$ cat src/rtl/msg_stream_pkg.sv
// msg_stream_pkg: ROM image, message tables and FSM state type shared by msg_stream_rom.
package msg_stream_pkg;
    typedef enum logic [1:0] {IDLE, FETCH, SEND} state_t;

    localparam int ROM_DEPTH = 64;
    localparam int MAX_MSG   = 8;

    localparam logic [7:0] ROM_IMAGE [ROM_DEPTH] = '{
        8'h00, 8'h45, 8'h4E, 8'h47, 8'h49, 8'h4E, 8'h45, 8'h45,
        8'h52, 8'h49, 8'h4E, 8'h47, 8'h20, 8'h41, 8'h53, 8'h53,
        8'h49, 8'h47, 8'h4E, 8'h4D, 8'h45, 8'h4E, 8'h54, 8'h20,
        8'h53, 8'h54, 8'h55, 8'h44, 8'h45, 8'h4E, 8'h54, 8'h20,
        8'h46, 8'h50, 8'h47, 8'h41, 8'h00, 8'h00, 8'h00, 8'h00,
        8'h00, 8'h00, 8'h00, 8'h00, 8'h00, 8'h00, 8'h00, 8'h00,
        8'h00, 8'h00, 8'h00, 8'h00, 8'h00, 8'h00, 8'h00, 8'h00,
        8'h00, 8'h00, 8'h00, 8'h00, 8'h00, 8'h00, 8'h00, 8'h00
    };

    // Entries past the four real messages are empty so NUM_MSG up to MAX_MSG is legal.
    localparam int MSG_BASE [MAX_MSG] = '{1, 13, 24, 32, 0, 0, 0, 0};
    localparam int MSG_LEN  [MAX_MSG] = '{11, 10, 7, 4, 0, 0, 0, 0};

    function automatic logic [7:0] rom_word(input int a);
        return (a >= 0 && a < ROM_DEPTH) ? ROM_IMAGE[a[5:0]] : 8'h00;
    endfunction

    function automatic int msg_base(input int s);
        return (s >= 0 && s < MAX_MSG) ? MSG_BASE[s[2:0]] : 0;
    endfunction

    function automatic int msg_len(input int s);
        return (s >= 0 && s < MAX_MSG) ? MSG_LEN[s[2:0]] : 0;
    endfunction
endpackage

$ cat src/rtl/msg_char_rom.sv
// msg_char_rom: synchronous-read character ROM holding ROM_IMAGE.
module msg_char_rom
    import msg_stream_pkg::*;
#(
    parameter int DATA_W = 8,
    parameter int ADDR_W = 6
) (
    input  logic              clk,
    input  logic [ADDR_W-1:0] addr,
    output logic [DATA_W-1:0] data
);
    always_ff @(posedge clk)
        data <= DATA_W'(rom_word(int'(addr)));
endmodule

$ cat src/rtl/msg_stream_rom.sv
// msg_stream_rom: streams a selected ROM message one character per beat over valid/ready,
// with looping, abort, and done/err status pulses.
module msg_stream_rom
    import msg_stream_pkg::*;
#(
    parameter int DATA_W  = 8,
    parameter int ADDR_W  = 6,
    parameter int NUM_MSG = 4,
    parameter int SEL_W   = (NUM_MSG > 1) ? $clog2(NUM_MSG) : 1
) (
    input  logic              clk,
    input  logic              rst_n,
    input  logic              start,
    input  logic [SEL_W-1:0]  msg_sel,
    input  logic              loop_en,
    input  logic              abort,
    output logic [DATA_W-1:0] out_data,
    output logic              out_valid,
    input  logic              out_ready,
    output logic              out_last,
    output logic              busy,
    output logic              done,
    output logic              err
);
    state_t            state, state_n;
    logic [ADDR_W-1:0] base, base_n, addr;
    logic [ADDR_W:0]   len, len_n, idx, idx_n;
    logic              done_n, err_n, last;
    logic [DATA_W-1:0] rom_q;
    int                sel_i, tbl_len;

    assign sel_i   = int'(msg_sel);
    assign tbl_len = msg_len(sel_i);
    assign addr    = base + idx[ADDR_W-1:0];
    assign last    = idx == len - 1'b1;

    msg_char_rom #(.DATA_W(DATA_W), .ADDR_W(ADDR_W)) u_rom (
        .clk  (clk),
        .addr (addr),
        .data (rom_q)
    );

    always_comb begin
        state_n = state;
        base_n  = base;
        len_n   = len;
        idx_n   = idx;
        done_n  = 1'b0;
        err_n   = 1'b0;
        case (state)
            IDLE: if (start) begin
                if (sel_i >= NUM_MSG) err_n = 1'b1;
                else if (tbl_len == 0) done_n = 1'b1;
                else begin
                    base_n  = ADDR_W'(msg_base(sel_i));
                    len_n   = (ADDR_W+1)'(tbl_len);
                    idx_n   = '0;
                    state_n = FETCH;
                end
            end
            FETCH: state_n = abort ? IDLE : SEND;
            SEND: if (abort) state_n = IDLE;
            else if (out_ready) begin
                idx_n   = last ? '0 : idx + 1'b1;
                state_n = (last && !loop_en) ? IDLE : FETCH;
                done_n  = last && !loop_en;
            end
            default: state_n = IDLE;
        endcase
    end

    always_ff @(posedge clk or negedge rst_n) begin
        if (!rst_n) begin
            state <= IDLE;
            base  <= '0;
            len   <= '0;
            idx   <= '0;
            done  <= 1'b0;
            err   <= 1'b0;
        end else begin
            state <= state_n;
            base  <= base_n;
            len   <= len_n;
            idx   <= idx_n;
            done  <= done_n;
            err   <= err_n;
        end
    end

    // ROM data has no reset, so the character bus is forced to zero outside SEND.
    assign out_valid = state == SEND;
    assign out_last  = out_valid && last;
    assign out_data  = out_valid ? rom_q : '0;
    assign busy      = state != IDLE;
endmodule
$ cat config.mk
export PLATFORM = sky130hd
export DESIGN_NAME = msg_stream_rom
export DESIGN_NICKNAME = d
export VERILOG_FILES = /design/src/rtl/msg_stream_pkg.sv /design/src/rtl/msg_char_rom.sv /design/src/rtl/msg_stream_rom.sv
export SDC_FILE = /design/constraint.sdc
export NUM_CORES = 1
export LEC_CHECK = 0
export CAP_MARGIN = 20
export CORE_MARGIN = 2
export CORE_UTILIZATION = 30
export DETAILED_ROUTE_END_ITERATION = 10
export PLACE_DENSITY = 0.57
export SLEW_MARGIN = 20
export SYNTH_ARGS = -nofsm -noshare
export SYNTH_HDL_FRONTEND = slang
export SYNTH_SLANG_ARGS = --single-unit
$ cat constraint.sdc
create_clock -name clk -period 2.75 [get_ports clk]
set_input_delay 0.275 -clock clk [delete_from_list [all_inputs] [get_ports clk]]
set_output_delay 0.275 -clock clk [all_outputs]
set_load 0.02 [all_outputs]
## Word level (Yosys, flattened, before mapping)

Memories as Yosys holds them, arrays and structs flattened. A register that Yosys moved wholly into a read port is not among the register bits.
Index checks and enable logic that the tools add are counted.

| storage, ports and cells | value |
|---|---|
| word-level logic and storage cells | 68 |
| memory bits (writable) | 0 |
| bits in registers | 18 |
| output and inout port bits | 13 |
| memories kept | 3 |
| bits in latches | 0 |
| ROM bits | 1024 |
| input port bits | 8 |

| operators by class | value |
|---|---|
| equality and inequality tests | 9 |
| reductions and logical operators | 12 |
| divide/modulo/power cells | 0 |
| $mul | 0 |
| magnitude comparators | 4 |
| bitwise logic cells | 4 |
| shifts and indexed selects | 0 |
| add/sub/neg operators | 3 |
| mux-type cells | 28 |

Memory list:

| memory | depth | bits a word | read ports | clocked after memory_dff | write ports | RTL line | RTL |
|---|---|---|---|---|---|---|---|
| (no name shown) | 64 | 8 | 1 | 1 | 0 | msg_stream_pkg.sv:24 | `return (a >= 0 && a < ROM_DEPTH) ? ROM_IMAGE[a[5:0]] : 8'h00;` |
| (no name shown) | 8 | 32 | 1 | 1 | 0 | msg_stream_pkg.sv:28 | `return (s >= 0 && s < MAX_MSG) ? MSG_BASE[s[2:0]] : 0;` |
| (no name shown) | 8 | 32 | 1 | 0 | 0 | msg_stream_pkg.sv:32 | `return (s >= 0 && s < MAX_MSG) ? MSG_LEN[s[2:0]] : 0;` |

Operators by type and width:

| operator | count |
|---|---|
| $mux 32 | 3 |
| $mux 7 | 6 |
| $logic_not 32->1 | 1 |
| $pmux 7 s2 | 1 |
| $mux 2 | 6 |
| $mux 1 | 9 |
| $mux 8 | 1 |
| $ne 2x2->1 const B | 4 |
| $reduce_and 4->1 | 2 |
| $add 7x1->7 const B | 1 |
| $eq 7x7->1 | 1 |
| $not 6->7 | 1 |
| $sub 7x1->7 const B | 1 |
| $add 6x6->6 | 1 |
| $pmux 2 s3 | 1 |
| $reduce_and 6->1 | 1 |
| $ge 4x4->1 const B | 1 |
| $lt 2x4->1 const B | 1 |
| $not 2->4 | 1 |
| $reduce_bool 2->1 | 2 |
| $ge 2x3->1 const B | 1 |
| $logic_and 1x1->1 | 3 |
| $ne 3x2->1 const B | 1 |
| $eq 2x1->1 const B | 1 |
| other kinds (7) | 9 |

## Logic depth before layout (Yosys ltp)

Gate-level depths: netlist of the first run.

| depth | value |
|---|---|
| word-level depth | 10 |
| mapped depth | 9 |

## By module

Synthesis of the first run repeated with hierarchy kept, for this count alone.

| unflattened totals | value |
|---|---|
| cells, all modules | 214 |
| area, all modules | 1955.6 um^2 |

By module, submodules not included:

| module | area each (um^2) | cells an instance | instances |
|---|---|---|---|
| msg_stream_rom | 1325.0 | 141 | 1 |
| msg_char_rom | 630.6 | 73 | 1 |

## Least setup slack after synthesis of the first run

OpenSTA, ideal clock, no wires.

| path | value |
|---|---|
| kind | flip-flop to output port |
| start point | register len[0] |
| end point | output out_last |
| arrival time | 1986 ps |
| cell stages (with the launch flop) | 7 |
| slack | 489 ps |
| buffers on the path | 1 |
| path through | dfrtp_1 -> or3_1 -> a21oi_2 -> a31oi_1 -> or3_1 -> buf_2 -> nor3b_1 |

| on the way | value |
|---|---|
| longest elaborated chain between the ends | 3 |

Ends and longest elaborated chain:

| element | RTL line | RTL |
|---|---|---|
| start: declaration | msg_stream_rom.sv:27 | `logic [ADDR_W:0] len, len_n, idx, idx_n;` |
| start signal: assignment | msg_stream_rom.sv:83 | `len <= len_n;` |
| $sub 7x1->7 | msg_stream_rom.sv:35 | `assign last = idx == len - 1'b1;` |
| $eq 7x7->1 | msg_stream_rom.sv:35 |  |
| $logic_and 1x1->1 | msg_stream_rom.sv:92 | `assign out_last = out_valid && last;` |
| end: declaration | msg_stream_rom.sv:20 | `output logic out_last,` |

Every way passes these cells.

## Worst setup path in the final report of the first run

Ends and elaborated chain as after synthesis.

==> results of run 1 <==
[power breakdown]
group          switching, W  internal (W)
registers         0.0000416      0.000444
logic              0.000340      0.000250
clock network      0.000118      0.000104
total              0.000500      0.000798
[critical path: cells and delay by family (launching register included)]
kind	cells	cell delay [ns]
and+or+nand+nor	4	0.87
DFF	1	0.42
buffers and inverters	2	0.27
adders and majority gates	1	0.19
AOI/OAI and AO/OA	1	0.12
[metrics by stage]
step                hold slack [ns]  setup slack [ns]  power (W)
floorplan                  -0.02059            0.4894  0.0009293
global placement             0.4753            0.2422   0.001087
detailed placement           0.4813            0.1926   0.001088
CTS                          0.5039            0.1637   0.001309
global route                 0.5277            0.1095   0.001413
finish                       0.4645            0.3202   0.001298
[final cells by class]
cell class | count | area [um^2]
clock buffer | 4 | 45.04
timing repair buffer | 24 | 220.2
sequential | 25 | 590.6
fill | 614 | 3774
multi-input combinational | 167 | 1152
tap | 75 | 93.84
inverter | 12 | 45.04
[placed cells by master (no fill, tap or decap), types with 3 or more instances in the layout]
cell type	synthesis	layout
nand2b_1	4	4
nand3_1	7	7
nor3b_1	3	3
dfxtp_1	7	7
clkbuf_8	0	3
buf_4	2	6
nand2_1	24	24
dfrtp_1	18	18
mux2_2	3	3
nor3_1	9	9
a211o_1	4	4
and2_1	8	8
o21ai_0	10	10
a21oi_1	10	10
or3_1	3	3
xnor2_1	5	5
clkdlybuf4s50_1	0	17
inv_1	12	12
a31oi_1	7	7
nor2_1	16	16
ha_1	18	18
o21ai_1	5	5
[registers in the layout (all words and copies together) (netlist names)]
| name | flops |
|---|---|
| base | 5 |
| done | 1 |
| idx | 7 |
| len | 3 |
| state | 2 |
| u_rom.data | 7 |
[path summary, 6_finish.rpt]
kind	startpoint	end	cells after the start
max in group asynchronous	rst_n	base[4]	1
max reg2reg	idx[2]	u_rom.data[1]	7
max	len[0]	out_last	8
min in group clk	base[3]	base[3]	2
min	rst_n	idx[5]	1
min reg2reg	base[3]	base[3]	2
[kinds of logic after synthesis]
logic type | after synthesis | synth area share [%]
adder cells (fa/ha/maj) | 18 | 12.27
AND/OR/NAND/NOR | 80 | 21.00
multiplexers | 5 | 2.931
other | 1 | 0.2043
flip-flops | 25 | 32.17
AO/OA/AOI/OAI | 52 | 19.56
XOR/XNOR | 10 | 6.613
buffers and inverters | 23 | 5.249
[repair_timing]
| action | CTS | global route |
|---|---|---|
| gates resized for setup | 1 | 3 |
| endpoints found under the setup margin | 1 | 1 |
| setup buffers | 0 | 0 |
[layer usage]
layer  track usage [%]  share of wire, %  vias to the layer above
li1                  -                 -                      780
met1             15.95                49                      704
met2             19.76                46                       32
met3             1.304               3.4                        5
met4             3.667               1.4                        0
met5                 0                 0                        -
==> out/metrics.csv, run 1 <==
metric,value,unit
outcome,"finished, final reports clean",
Cell Rows,28,
Max Slew Vio Count,0,
most common cell in the synthesized netlist,nand2_1,
largest net degree at the start of global routing,19,
max-cap viol count,0,
CP max stage delay,0.42,ns
PwrDens,604.6,nW/um^2
Core ar.,5921,um^2
layout cells sized above 1,9.052,%
"Hold Vio Cnt, Final",0,
I/O Buffers,18,
"FF+latch count, synth",25,
Final nets,259,
Hold Path Class,in2async,
Final Cell Area,2147,um^2
Lkg Pwr,0.9176,nW
Sink Count,25,
DR vias/cell,4.954,
Max VDD drop,0.2149,mV
RSZ-0062 raised after global routing,no,
total track usage,11.83,%
Die X,82.22,um
Post-synth ARST share,72.00,%
kind of critical path,reg2out,
vias in the first global route,1357,
Synth cell types,47,
Synth area leaders,"dfrtp_1 25%, ha_1 12%, dfxtp_1 7.6%",
Crit. End Element,output pin,
Vert. Die Dim,82.22,um
Clock Pin Slew Worst Setup and Hold Paths,0.09,ns
Post-Syn Area,1836,um^2
"EDFF count, synth",0,
Yosys top cell area share,24.54,%
diodes inserted,0,
Max Buffers Root-to-Sink,2,
CP max FO,4,
Synth Area per Inst,8.577,um^2
WL/cell,12.11,um
post-layout min period,2.430,ns
setup TNS,0,ns
placed cells,303,
crit share post-route,88.36,%
Residual DRC,0,
Worst-Margin Slew,0.8163,ns
"Cell Area, Placed",2107,um^2
Starting Density,31.00,%
Initial DRT Pass Iterations,4,
Routed WL,3.718,mm
"Slowest-stage cell, CP",dfrtp_1,
first-pass GRT wire length,6.327,mm
synthesized instance count,214,
latest clock arrival within the worst-skew pair,0.27,ns
post-synthesis to final-layout area growth,16.97,%
synth cell count leaders,"24 x nand2_1, 18 x dfrtp_1, 18 x ha_1",
Max Clock Freq,0.4116,GHz
Crit path required time,2.48,ns
# IOs,21,
final setup fails,0,
# H-tree levels,1,
initial antenna violation count,0,
Non-Filler Instances,307,
top cell type by total area after synthesis,dfrtp_1,
clock buffer count from CTS,3,
CTS Root Buffer Type,clkbuf_8,
DP HPWL,2.772,mm
"setup slack, reg-to-reg",0.37,ns
"Top FF cell, synth",dfrtp_1,
"Seq/Total Area, Yosys",32.17,%
Synth Warn #,0,
Final Skew,0.008519,ns
DRT iter0 DRCs,128,
Slew HR,45.41,%
crit-path cells,inv_1 -> ha_1 -> nand2_1 -> nor4_1 -> a31oi_1 -> or3_1 -> nor3b_1 -> clkbuf_2,
vias,1521,
CTS tree,yes,
global route overflow,0,
Critical Path Source Type,flip-flop,
"Hold-fix buffers, CTS",0,
final core utilization,36.26,%
crit path DAT,2.15,ns
die area,6760,um^2
Post-DRT Antenna Nets,0,
RePlAce Congestion,0.8083,
(Power assumes the default switching activity.)
==> inputs of run 2 (changes only) <==
--- a/config.mk
+++ b/config.mk
@@ -10,7 +10,6 @@
 export CORE_UTILIZATION = 30
 export DETAILED_ROUTE_END_ITERATION = 10
 export PLACE_DENSITY = 0.57
-export SLEW_MARGIN = 20
 export SYNTH_ARGS = -nofsm -noshare
 export SYNTH_HDL_FRONTEND = slang
 export SYNTH_SLANG_ARGS = --single-unit
==> results of run 2 <==
No change in the layout: final DEF, timing and power equal those of run 1.
==> inputs of run 3 (changes only) <==
--- a/config.mk
+++ b/config.mk
@@ -9,7 +9,8 @@
 export CORE_MARGIN = 2
 export CORE_UTILIZATION = 30
 export DETAILED_ROUTE_END_ITERATION = 10
-export PLACE_DENSITY = 0.57
+export DONT_BUFFER_PORTS = 1
+export PLACE_DENSITY = 0.53
 export SYNTH_ARGS = -nofsm -noshare
 export SYNTH_HDL_FRONTEND = slang
 export SYNTH_SLANG_ARGS = --single-unit
==> run 3 against run 2 <==
Compared with the run above: clock power is 2% higher; register-to-register slack better by 0.09 ns; sequential cell count stayed put; first-iteration DRC count is 35% lower; combinational power is 6.6% lower; utilization is 2.6 points lower; critical path depth stayed put; fmax is 5.3% lower; critical endpoint unchanged.
==> out/metrics.csv, run 3 (synthesis gave the netlist of run 1 again) <==
metric,value,unit,change
Slew HR,44.34,%,-1.1 points
Clock Pin Slew Worst Setup and Hold Paths,0.10,ns,about the same
first-pass GRT wire length,5.768,mm,-8.8%
Initial DRT Pass Iterations,4,,unchanged
cell-internal power,0.0007665,W,-4.0%
CTS Root Buffer Type,clkbuf_8,,
Routed WL,3.599,mm,-3.2%
final setup fails,0,,unchanged
final core utilization,33.66,%,-2.6 points
crit share post-route,93.26,%,+4.9 points
CTS tree,yes,,
Crit. End Element,output pin,,
vias in the first global route,1230,,-9.4%
# IOs,21,,unchanged
"commonest non-fill, non-tap cell in the layout",nand2_1,,
CP max FO,6,,+2
Max Buffers Root-to-Sink,2,,unchanged
"Hold Vio Cnt, Final",0,,unchanged
DR vias/cell,4.921,,-0.67%
largest net degree at the start of global routing,19,,unchanged
DP HPWL,2.722,mm,-1.8%
Die X,82.22,um,unchanged
Seq pwr share,38.5,%,+1.1 points
total track usage,10.86,%,-0.97 points
PostCTS Resize Cnt,0,,-1
Layout fillers,621,,+1.1%
vias,1432,,-5.9%
clock buffer count from CTS,3,,unchanged
setup TNS,0,ns,unchanged
RePlAce Congestion,0.8823,,+9.2%
Final Skew,0.009147,ns,+0.0006277 ns
global route overflow,0,,unchanged
switching part of the total power,39.41,%,+0.88 points
Residual DRC,0,,unchanged
layout cells sized above 1,10.19,%,+1.1 points
RSZ-0062 raised after global routing,no,,
max-cap viol count,0,,unchanged
Core ar.,5921,um^2,unchanged
Lkg Pwr,0.8605,nW,-6.2%
outcome,"finished, final reports clean",,
initial antenna violation count,0,,unchanged
crit path DAT,2.29,ns,+0.14 ns
Max Slew Vio Count,0,,unchanged
"Hold-fix buffers, CTS",1,,+1
Critical Path Source Type,flip-flop,,
Vert. Die Dim,82.22,um,unchanged
PwrDens,634.6,nW/um^2,+5.0%
Hold Path Class,in2reg,,
"commonest non-fill, non-tap cells in the layout","24 x nand2_1, 18 x ha_1, 18 x dfrtp_1",,
Final nets,243,,-6.2%
post-synthesis to final-layout area growth,8.589,%,
post-layout min period,2.565,ns,+0.1349 ns
# H-tree levels,1,,unchanged
Post-DRT Antenna Nets,0,,unchanged
Starting Density,31.00,%,unchanged
biggest regs,"idx (7), u_rom.data (7), base (5)",,
diodes inserted,0,,unchanged
WL/cell,12.37,um,+2.1%
Crit path required time,2.48,ns,about the same
P_sw,0.0004984,W,-0.32%
Clk pwr share,18.0,%,+0.9 points
die area,6760,um^2,unchanged
"Setup Fix Bufs, Post-CTS",0,,unchanged
Worst-Margin Slew,0.8321,ns,+0.01578 ns
Max Clock Freq,0.3899,GHz,-5.3%
Cell Rows,28,,unchanged
kind of critical path,reg2out,,
Sink Count,25,,unchanged
combinational power share,43.5,%,-1.9 points
DRT iter0 DRCs,83,,-35%
latest clock arrival within the worst-skew pair,0.27,ns,about the same
Max VDD drop,0.1947,mV,-9.4%
I/O Buffers,0,,-18
==> run 3: cell count changes in the layout (fill, tap and decap cells not counted) <==
cell | before | now
clkdlybuf4s50_1 | 17 | 0
buf_4 | 6 | 7
clkbuf_1 | 1 | 0
clkbuf_2 | 1 | 0
clkinvlp_4 | 0 | 1
dlygate4sd3_1 | 0 | 1
==> run 3: worst paths after layout <==
| path | startpoint | to | slack, ns | cells after the start |
|---|---|---|---|---|
| worst max-delay path | len[0] | out_last | 0.19 | 8 |
| worst min register to register | base[3] | base[3] | 0.51 | 2 |
| worst max register to register | idx[2] | u_rom.data[1] | 0.46 | 7 |
| worst min-delay path | loop_en | done | 0.06 | 1 |
| max in group asynchronous | rst_n | idx[2] | 1.69 | 1 |
| min in group asynchronous | rst_n | idx[4] | 0.53 | 1 |
==> run 3: critical path, stage by stage, from the launching register on <==
cell,delay (ns)
dfrtp_1,0.43
inv_1,0.07
ha_1,0.19
nand2_1,0.06
nor4_1,0.29
a31oi_1,0.13
or3_1,0.43
nor3b_1,0.24
buf_4,0.18
==> run 3: per-stage QoR <==
stage          worst slack, ns  area, um^2  power (W)  instances  hold slack (ns)
6_report                0.1852        1993   0.001265        291          0.05540
5_1_grt                0.07086        1993   0.001375        291          0.03438
4_1_cts                 0.2096        1993   0.001282        291          0.04330
3_5_place_dp            0.4813        1934   0.001040        286         -0.02012
3_3_place_gp            0.5156        1934   0.001048        286         -0.02022
2_1_floorplan           0.4894        1839  0.0009293        215         -0.02059
==> run 3: routing by layer <==
| layer | GRT usage (%) | part of all wire [%] |
|---|---|---|
| met1 | 15.38 | 53 |
| met2 | 17.02 | 42 |
| met3 | 1.413 | 3.9 |
| met4 | 3.500 | 1.3 |
| met5 | 0 | 0 |
==> run 3: area by class of cell <==
| type | count | area, um^2 | area share [%] |
|---|---|---|---|
| clock buffers | 3 | 41.29 | 2.072 |
| inverters | 12 | 45.04 | 2.260 |
| flip-flops and latches | 25 | 590.6 | 29.63 |
| repair buffers | 8 | 62.56 | 3.139 |
| well taps | 75 | 93.84 | 4.708 |
| multi-input cells | 167 | 1152 | 57.82 |
| clock inverters | 1 | 7.507 | 0.3766 |
==> run 3: power groups by stage <==
stage | logic (W) | registers, W | clock network (W)
3_5_place_dp | 0.000545 | 0.000495 | 0
3_3_place_gp | 0.000553 | 0.000494 | 0
4_1_cts | 0.000554 | 0.000487 | 0.000241
5_1_grt | 0.000626 | 0.000495 | 0.000254
6_report | 0.000551 | 0.000487 | 0.000227
2_1_floorplan | 0.000447 | 0.000482 | 0
